## src/rtl/apollo_pkg.sv

```systemverilog
// Shared definitions for the uplink framing path: header byte and framer state set.
package apollo_pkg;

    localparam logic [7:0] FRAME_HEADER = 8'hAA;

    typedef enum logic [2:0] {
        IDLE,
        HEAD,
        LEN,
        PAY,
        SUM,
        GAP
    } framer_state_t;

endpackage

```

## src/rtl/byte_fifo.sv

```systemverilog
// Byte FIFO with first-word-fall-through output; a write on a full FIFO succeeds
// only when a read retires the head entry in the same cycle.
module byte_fifo #(
    parameter int DEPTH = 32
) (
    input  logic                   clk,
    input  logic                   rst_n,
    input  logic                   wr_en,
    input  logic [7:0]             wr_data,
    input  logic                   rd_en,
    output logic [7:0]             rd_data,
    output logic [$clog2(DEPTH):0] count,
    output logic                   full,
    output logic                   empty
);

    localparam int AW = $clog2(DEPTH);

    logic [7:0]    r_mem [DEPTH];
    logic [AW-1:0] r_wr_ptr;
    logic [AW-1:0] r_rd_ptr;
    logic [AW:0]   r_count;
    logic          w_push;
    logic          w_pop;

    assign w_push  = wr_en && (!full || rd_en);
    assign w_pop   = rd_en && !empty;
    assign full    = (r_count == (AW+1)'(DEPTH));
    assign empty   = (r_count == '0);
    assign count   = r_count;
    assign rd_data = r_mem[r_rd_ptr];

    always_ff @(posedge clk) begin
        if (!rst_n) begin
            r_wr_ptr <= '0;
            r_rd_ptr <= '0;
            r_count  <= '0;
        end else begin
            if (w_push) r_wr_ptr <= r_wr_ptr + 1'b1;
            if (w_pop)  r_rd_ptr <= r_rd_ptr + 1'b1;
            case ({w_push, w_pop})
                2'b10:   r_count <= r_count + 1'b1;
                2'b01:   r_count <= r_count - 1'b1;
                default: r_count <= r_count;
            endcase
        end
    end

    always_ff @(posedge clk) begin
        if (rst_n && w_push) r_mem[r_wr_ptr] <= wr_data;
    end

endmodule

```

## src/rtl/uplink_framer.sv

```systemverilog
// Packs buffered receiver bytes into AA/LEN/payload/CHK frames and paces them
// one byte per BYTE_GAP+1 cycles into the UART transmitter.
module uplink_framer
    import apollo_pkg::*;
#(
    parameter int PAYLOAD_LEN = 16,
    parameter int FIFO_DEPTH  = 32,
    parameter int BYTE_GAP    = 52100
) (
    input  logic       clk,
    input  logic       rst_n,
    input  logic [7:0] din,
    input  logic       den,
    input  logic       flush,
    output logic [7:0] tx_in,
    output logic       tx_write,
    output logic       busy,
    output logic       overflow
);

    localparam int CW = $clog2(FIFO_DEPTH) + 1;
    localparam int GW = $clog2(BYTE_GAP + 1);
    localparam logic [CW-1:0] P_CNT    = CW'(PAYLOAD_LEN);
    localparam logic [GW-1:0] GAP_LOAD = GW'(BYTE_GAP - 1);

    framer_state_t r_state;
    framer_state_t r_prev;
    logic [7:0]    r_tx_in;
    logic          r_tx_write;
    logic          r_busy;
    logic          r_overflow;
    logic          r_flush_pend;
    logic [7:0]    r_len;
    logic [7:0]    r_sent;
    logic [7:0]    r_chk;
    logic [GW-1:0] r_gap;

    logic [7:0]    w_fifo_data;
    logic [CW-1:0] w_fifo_count;
    logic          w_fifo_full;
    logic          w_fifo_empty;
    logic          w_pop;
    logic          w_start;
    logic [7:0]    w_len;

    byte_fifo #(
        .DEPTH (FIFO_DEPTH)
    ) u_fifo (
        .clk     (clk),
        .rst_n   (rst_n),
        .wr_en   (den),
        .wr_data (din),
        .rd_en   (w_pop),
        .rd_data (w_fifo_data),
        .count   (w_fifo_count),
        .full    (w_fifo_full),
        .empty   (w_fifo_empty)
    );

    // The payload byte is loaded into tx_in on entry to PAY and retired during PAY.
    assign w_pop   = (r_state == PAY);
    assign w_start = (w_fifo_count >= P_CNT) || (r_flush_pend && !w_fifo_empty);
    assign w_len   = (w_fifo_count >= P_CNT) ? 8'(PAYLOAD_LEN) : 8'(w_fifo_count);

    assign tx_in    = r_tx_in;
    assign tx_write = r_tx_write;
    assign busy     = r_busy;
    assign overflow = r_overflow;

    always_ff @(posedge clk) begin
        if (!rst_n) begin
            r_overflow   <= 1'b0;
            r_flush_pend <= 1'b0;
        end else begin
            if (den && w_fifo_full && !w_pop) r_overflow <= 1'b1;
            if (flush)
                r_flush_pend <= 1'b1;
            else if (r_state == IDLE && (w_start || w_fifo_empty))
                r_flush_pend <= 1'b0;
        end
    end

    // Each byte state is entered with tx_write already set, so the state's single
    // cycle is the strobe cycle; GAP then decides which byte to issue next.
    always_ff @(posedge clk) begin
        if (!rst_n) begin
            r_state    <= IDLE;
            r_prev     <= IDLE;
            r_tx_in    <= '0;
            r_tx_write <= 1'b0;
            r_busy     <= 1'b0;
            r_len      <= '0;
            r_sent     <= '0;
            r_chk      <= '0;
            r_gap      <= '0;
        end else begin
            case (r_state)
                IDLE: begin
                    if (w_start) begin
                        r_state    <= HEAD;
                        r_len      <= w_len;
                        r_sent     <= '0;
                        r_tx_in    <= FRAME_HEADER;
                        r_tx_write <= 1'b1;
                        r_busy     <= 1'b1;
                    end
                end
                HEAD, LEN, PAY, SUM: begin
                    r_tx_write <= 1'b0;
                    r_gap      <= GAP_LOAD;
                    r_prev     <= r_state;
                    r_state    <= GAP;
                    if (r_state == HEAD) r_chk <= '0;
                end
                GAP: begin
                    if (r_gap != '0) begin
                        r_gap <= r_gap - 1'b1;
                    end else begin
                        case (r_prev)
                            HEAD: begin
                                r_state    <= LEN;
                                r_tx_in    <= r_len;
                                r_chk      <= r_chk + r_len;
                                r_tx_write <= 1'b1;
                            end
                            LEN, PAY: begin
                                r_tx_write <= 1'b1;
                                if (r_sent < r_len) begin
                                    r_state <= PAY;
                                    r_tx_in <= w_fifo_data;
                                    r_chk   <= r_chk + w_fifo_data;
                                    r_sent  <= r_sent + 1'b1;
                                end else begin
                                    r_state <= SUM;
                                    r_tx_in <= r_chk;
                                end
                            end
                            default: begin
                                r_state <= IDLE;
                                r_busy  <= 1'b0;
                            end
                        endcase
                    end
                end
                default: r_state <= IDLE;
            endcase
        end
    end

endmodule

```

## config.mk

```make
export PLATFORM = sky130hd
export DESIGN_NAME = uplink_framer
export DESIGN_NICKNAME = d
export VERILOG_FILES = /design/src/rtl/apollo_pkg.sv /design/src/rtl/byte_fifo.sv /design/src/rtl/uplink_framer.sv
export SDC_FILE = /design/constraint.sdc
export NUM_CORES = 1
export LEC_CHECK = 0
export ABC_AREA = 0
export CORE_MARGIN = 5
export CORE_UTILIZATION = 60
export CTS_CLUSTER_DIAMETER = 50
export DETAILED_ROUTE_END_ITERATION = 12
export GPL_TIMING_DRIVEN = 0
export PLACE_DENSITY = 0.77
export REMOVE_ABC_BUFFERS = 1
export SYNTH_ARGS = -nofsm -noshare
export SYNTH_HDL_FRONTEND = slang
export SYNTH_HIERARCHICAL = 1
export SYNTH_SLANG_ARGS = --single-unit
```

## constraint.sdc

```tcl
create_clock -name clk -period 4.1 [get_ports clk]
set_input_delay 0.82 -clock clk [delete_from_list [all_inputs] [get_ports clk]]
set_output_delay 0.82 -clock clk [all_outputs]
set_load 0.05 [all_outputs]
```

==> results of run 1 <==
==> state kept, by name, summed over array words and instances (netlist names), named ones only <==
signal / cells
tx_write: 1
u_fifo/r_rd_ptr: 5
r_gap: 16
u_fifo/count: 6
r_flush_pend: 1
u_fifo/r_wr_ptr: 5
r_len: 6
u_fifo/r_mem: 256
tx_in: 8
overflow: 1
r_chk: 8
r_prev: 3
r_state: 3
r_sent: 8
busy: 1
==> placed cells by master (no fill, tap or decap), types with 8 or more instances in the layout <==
cell type | Yosys | routed
nand3_1 | 49 | 49
nor2b_1 | 19 | 17
xor2_1 | 10 | 10
nand2b_1 | 8 | 8
dfxtp_1 | 77 | 75
ha_1 | 25 | 25
o21ai_0 | 22 | 22
mux4_2 | 32 | 32
clkbuf_16 | 0 | 39
o21a_1 | 10 | 10
edfxtp_1 | 256 | 256
a21oi_1 | 21 | 21
inv_1 | 27 | 27
mux2i_1 | 77 | 77
clkdlybuf4s50_1 | 0 | 21
a22oi_1 | 32 | 32
a22o_1 | 8 | 8
a21boi_0 | 18 | 18
nand2_1 | 45 | 45
and2_1 | 9 | 10
clkbuf_1 | 27 | 8
nor3_1 | 11 | 11
nor2_1 | 72 | 71
==> path summary, 6_finish.rpt <==
kind                                  to  slack, ns  cells after the start
worst max-delay path            r_chk[7]       0.28                     14
worst min-delay path            r_len[1]       0.46                      2
worst max register to register  r_chk[7]       0.28                     14
worst min register to register  r_len[1]       0.46                      2
==> where the power goes <==
part / leakage, uW / internal, uW / switching [uW]
combinational: 0.00161 / 90.6 / 186
sequential: 0.00293 / 3660 / 25.9
clock: 0.000608 / 2020 / 1320
total: 0.00515 / 5770 / 1530
==> metrics by stage <==
stage	util (%)	setup TNS (ns)
final	68.50	0
after CTS	68.15	0
after global placement	62.40	-211.98
after global routing	68.50	0
after floorplan	-	-11.26
after detailed placement	62.72	-0.8363
==> per-layer routing <==
| metal | GRT usage, % | share of wire (%) | wire (um) | up-vias |
|---|---|---|---|---|
| met4 | 8.044 | 3.5 | 1042 | 0 |
| met2 | 35.17 | 47 | 14200 | 287 |
| li1 | - | - | - | 3934 |
| met5 | 0 | 0 | 0 | - |
| met1 | 32.48 | 43 | 12750 | 4313 |
| met3 | 3.915 | 6.6 | 1986 | 78 |
==> layout make-up <==
cell class,count,area share [%]
inverters,28,0.6634
clock buffers,47,6.275
multi-input cells,592,29.24
well taps,319,2.490
repair buffers,31,2.170
clock inverters,22,1.545
flip-flops and latches,333,57.61
==> repair_timing <==
action | CTS | global route
gates cloned | 0 | 0
hold endpoints to repair | 0 | 0
buffers inserted | 0 | 6
pin swaps | 0 | 0
resized for setup | 6 | 4
endpoints found under the setup margin | 4 | 2
==> worst max-delay path, cell delays in order, from the launching register on <==
cell and delay, ns:
dfxtp_4 0.41, buf_16 0.23, mux4_2 0.53, a22o_1 0.27, a221oi_1 0.40, nand3_1 0.22, nand2_1 0.10, o21ai_0 0.09
ha_1 0.39, nand3_1 0.11, o211ai_1 0.14, o41ai_2 0.26, xor2_1 0.22, o22ai_1 0.11, o21a_1 0.20
==> logic make-up after synthesis <==
kind of cell | count (synthesis)
buffers and inverters | 82
muxes | 110
DFF | 333
adders and majority gates | 27
xor gates and xnor gates | 17
AOI/OAI and AO/OA | 175
and+or+nand+nor | 263
==> results.md, run 1 <==
- Peak VDD IR: 395.7 uV
- Final Power: 7294 uW
- XOR/XNOR Fraction of Synth Area: 1.046%
- Worst-path clk slew: 0.06 ns
- Distinct cells, synth: 76
- CTS tree: built
- Max-Cap Viols: 0
- Final hold viol count: 0
- Sequential Area: 0.009236 mm^2
- DRT iter0 DRCs: 825
- Total grt overflow: 0
- Synth Cell Area: 0.01423 mm^2
- Detailed Place HPWL: 18.08 mm
- Register area share after synthesis: 64.85%
- Worst hold start: r_len[1]
- Yosys reg bits: 333
- CTS buffer count: 38
- Pins over their slew limit: 0
- Die Width: 164.0 um
- Starting density of the core: 60.81%
- PwrDens: 455.0 mW/mm^2
- Max transition margin: 16.84%
- DR vias: 8,612
- Post-place setup slack: -0.4502 ns
- Drt drc: 0
- Crit Path Max Fanout: 26
- Global-route wire length before repair: 46.33 mm
- Post-synth EDFFs: 256
- Die height: 164.0 um
- I/O pin cnt: 23
- Top-count cell post-synth: edfxtp_1
- Post-route ant nets: 0
- Worst slack on hold paths: 0.4633 ns
- Syn avg cell area: 14.13 um^2
- Gr usage total: 22.56%
- Status: completed
- Final worst path period need: 3.822 ns
- Footprint of the multi-input gates: 0.004688 mm^2
- Ys async rst share: 0%
- Simple-Gate Fraction of Synth Area: 9.645%
- Layout cell share with drive strength beyond 1: 12.06%
- Fin crit share: 93.22%
- Vias in the first global route: 8,311
- Core footprint: 0.02340 mm^2
- Syn Inst Count: 1,007
- Routed WL: 29.98 mm
- Clock skew: 0.02510 ns
- CTS hold repair buffers: 0
- Adder-Cell Fraction of Synth Area: 2.479%
- Num Clock Sinks: 333
- RSZ-0062 raised after global routing: false
- Area of the die: 0.02690 mm^2
- Clk Latency, worst-skew pair: 0.53 ns
- Leakage: 0.005147 uW
- Placed inst area: 0.01468 mm^2
- CP arrival: 4.24 ns
- Drt wl/cell: 21.85 um
- Largest family of logic cells by synthesized area: multiplexers
- Final setup violation count: 0
- CP Capture Type: flop
- Ys flop type: edfxtp_1
- Yosys Warn Count: 6
- Diode count: 0
- H-tree Lvls: 2
- Commonest cells in the netlist: 256 x edfxtp_1, 77 x dfxtp_1, 77 x mux2i_1, 72 x nor2_1, 49 x nand3_1
- Final WS setup: 0.2781 ns
- Longest Clk Path Bufs: 3
- Placed insts: 1,297
- DRT Pass-1 Iters: 5
- Root buf cell: clkbuf_16
- Layout area overhead: 12.65%
- Mux cell area share after synthesis: 10.56%
- Synth top area share: 54.02%
- Post-synth top area cell: edfxtp_1
- Worst Setup Start Kind: flop
- Non-filler cells, final: 1,372
- Cell Rows: 56
- Largest net degree at the start of global routing: 52
- Hold crit path type: reg -> reg
- Initial antenna violation count: 0
- Critical setup path kind: reg -> reg
- Via-to-Cell Ratio: 6.277
- Least-Margin Pin Slew: 1.243 ns
- IO buf count: 22
- Cell area after layout: 0.01603 mm^2
- Final Wtd Congestion: 0.8133
- Top cells by area, synth: edfxtp_1 54%, dfxtp_1 11%, mux2i_1 5.4%, mux4_2 5.1%, ha_1 2.2%
- Final nets: 1,063
- Max Clock Freq: 0.2617 GHz
- Compound-Gate Fraction of Synth Area: 8.941%
- Worst EP required: 4.52 ns
- Fill cells: 1,567
Note: power is estimated with default switching activity, not from simulation.
==> run 2: changes to the inputs <==
Settings changed: SLEW_MARGIN from default to 20.
==> run 2 against run 1 <==
Wire length up 0.18%. Critical path depth is 2 lower. Hold slack got worse by 0.0021 ns. Critical endpoint unchanged. Highest routed layer unchanged. Sequential share of layout area grew 0.51 points. First-iteration DRC count down 3.4%. Combinational power hardly changed. Final cell count fell by 0.22%. Global-route usage is 0.11 points higher. Power shrank 3.1%. Sequential power about the same.
==> results.md, run 2 (synthesis gave the netlist of run 1 again) <==
- Non-filler cells, final: 1,369 (-0.22%)
- Total grt overflow: 0 (unchanged)
- Fin crit share: 93.44% (+0.23 points)
- Sequential Area: 0.009236 mm^2 (unchanged)
- CP arrival: 4.22 ns (-0.02 ns)
- Area of the die: 0.02690 mm^2 (unchanged)
- Final hold viol count: 0 (unchanged)
- Final nets: 1,062 (-0.094%)
- Crit Path Max Fanout: 16 (-38%)
- Max-Cap Viols: 0 (unchanged)
- Leakage: 0.005071 uW (-1.5%)
- Leading cell type in the layout, fill and taps excluded: edfxtp_1
- DRT iter0 DRCs: 797 (-3.4%)
- Met2 GRT Util: 35.81% (+0.64 points)
- Met3 global-route usage: 4.040% (+0.13 points)
- Least-Margin Pin Slew: 0.9767 ns (-0.2667 ns)
- Critical path's top delay family: compound AO/OA/AOI/OAI gates
- Worst-path cell chain: nor2b_2, a22oi_1, nand3_1, nand3_1, a21o_1, ha_1, a21oi_1, o211ai_1, o41ai_1, xor2_1, o22ai_1, o21a_1
- Post-route ant nets: 0 (unchanged)
- Drt wl/cell: 21.94 um (+0.40%)
- Worst EP required: 4.49 ns (-0.03 ns)
- Routed WL: 30.03 mm (+0.18%)
- Gr usage total: 22.67% (+0.11 points)
- Largest Register: u_fifo/r_mem
- Detailed Place HPWL: 18.13 mm (+0.29%)
- CTS hold repair buffers: 0 (unchanged)
- Cell Rows: 56 (unchanged)
- Crit-path max cell delay: 0.76 ns (+0.23 ns)
- Final WS setup: 0.2688 ns (-0.009306 ns)
- Most frequent cells in the layout: 256 x edfxtp_1, 77 x mux2i_1, 75 x dfxtp_1
- Total negative setup slack: 0 ns (unchanged)
- Worst Setup Start Kind: flop
- Root buf cell: clkbuf_16
- Status: completed
- DR vias: 8,611 (-0.012%)
- Via-to-Cell Ratio: 6.290 (+0.21%)
- Final worst path period need: 3.831 ns (+0.009306 ns)
- Vias in the first global route: 8,336 (+0.30%)
- CTS tree: built
- Drt drc: 0 (unchanged)
- Diode count: 0 (unchanged)
- Pins over their slew limit: 0 (unchanged)
- Peak VDD IR: 427.1 uV (+7.9%)
- Largest regs: u_fifo/r_mem: 256 flops, r_gap: 16 flops
- Critical setup path kind: reg -> reg
- Fill cells: 1,633 (+4.2%)
- Worst path most repeated cell: nand3_1
- Die height: 164.0 um (unchanged)
- Initial antenna violation count: 0 (unchanged)
- Clk Latency, worst-skew pair: 0.52 ns (about the same)
- Longest Clk Path Bufs: 3 (unchanged)
- Placed insts: 1,298 (+0.077%)
- Starting density of the core: 60.81% (unchanged)
- GRT met1 Usage: 32.55% (+0.071 points)
- Largest net degree at the start of global routing: 49 (-5.8%)
- CTS buffer count: 37 (-2.6%)
- PwrDens: 444.6 mW/mm^2 (-2.3%)
- Core footprint: 0.02340 mm^2 (unchanged)
- Global-route wire length before repair: 46.50 mm (+0.37%)
- Placed inst area: 0.01471 mm^2 (+0.20%)
- Worst-path clk slew: 0.06 ns (about the same)
- Final core utilization: 67.90% (-0.60 points)
- GR peak layer: met2
- Hold crit path type: reg -> reg
- Layout area overhead: 11.66%
- DRT Pass-1 Iters: 5 (unchanged)
- Footprint of the multi-input gates: 0.004679 mm^2 (-0.19%)
- Layout cell share with drive strength beyond 1: 12.29% (+0.22 points)
- Worst path slowest cell: nor2b_2
- Clock skew: 0.03263 ns (+0.007530 ns)
- Cell area after layout: 0.01589 mm^2 (-0.88%)
- Max Clock Freq: 0.2610 GHz (-0.24%)
- Final Wtd Congestion: 0.8133 (unchanged)
- Num Clock Sinks: 333 (unchanged)
- I/O pin cnt: 23 (unchanged)
- Die Width: 164.0 um (unchanged)
- Final setup violation count: 0 (unchanged)
- Max transition margin: 34.64% (+18 points)
- RSZ-0062 raised after global routing: false
- CP Buf/Inv Count: 0 (-1)
- Max reg flops: 256 (unchanged)
- IO buf count: 22 (unchanged)
- Post-place setup slack: -0.06246 ns (+0.3877 ns)
- CP Capture Type: flop
- H-tree Lvls: 2 (unchanged)
run 2: worst min-delay path, delay by kind of cell (launching register included):
family           cells  cell delay, ns
AO/OA/AOI/OAI        1            0.06
flip-flops           1            0.31
AND/OR/NAND/NOR      1            0.05
run 2: cell type report:
cell class                      count  share of cell area, %
Inverter                           28                 0.6693
Multi-Input combinational cell    592                  29.45
Tap cell                          319                  2.512
Clock inverter                     22                  1.213
Clock buffer                       44                  5.992
Sequential cell                   333                  58.13
Timing Repair Buffer               31                  2.039
run 2: timing repair:
item | 4_1_cts | 5_1_grt
setup buffers | 1 | 4
gates resized for setup | 2 | 1
pin swaps | 0 | 0
setup endpoints to repair | 1 | 2
run 2: path summary, 6_finish.rpt:
check | slack [ns] | start | to | cells past startpoint
setup reg to reg | 0.27 | flop | r_chk[7] | 12
hold reg to reg | 0.46 | r_len[1] | r_len[1] | 2
hold / removal | 0.46 | r_len[1] | r_len[1] | 2
setup / recovery | 0.27 | flop | r_chk[7] | 12
run 2: power breakdown:
group | total [uW] | switching [uW] | leakage, uW | internal [uW]
Sequential | 3680 | 25.8 | 0.00293 | 3660
Clock | 3110 | 1300 | 0.000539 | 1810
Combinational | 275 | 188 | 0.00160 | 87.4
run 2: layer usage:
| layer | vias to the layer above | routed length [um] | share of wire [%] |
|---|---|---|---|
| li1 | 3928 | - | - |
| met1 | 4264 | 12680 | 42 |
| met2 | 356 | 14270 | 48 |
| met3 | 63 | 2237 | 7.4 |
| met4 | 0 | 845 | 2.8 |
| met5 | - | 0 | 0 |
run 2: per-stage QoR:
step | power, uW | hold slack, ns
after floorplan | 3908 | 0.4335
after global placement | 4019 | 0.4508
after detailed placement | 4029 | 0.4635
after CTS | 7119 | 0.4692
after global routing | 7293 | 0.4988
final | 7066 | 0.4612
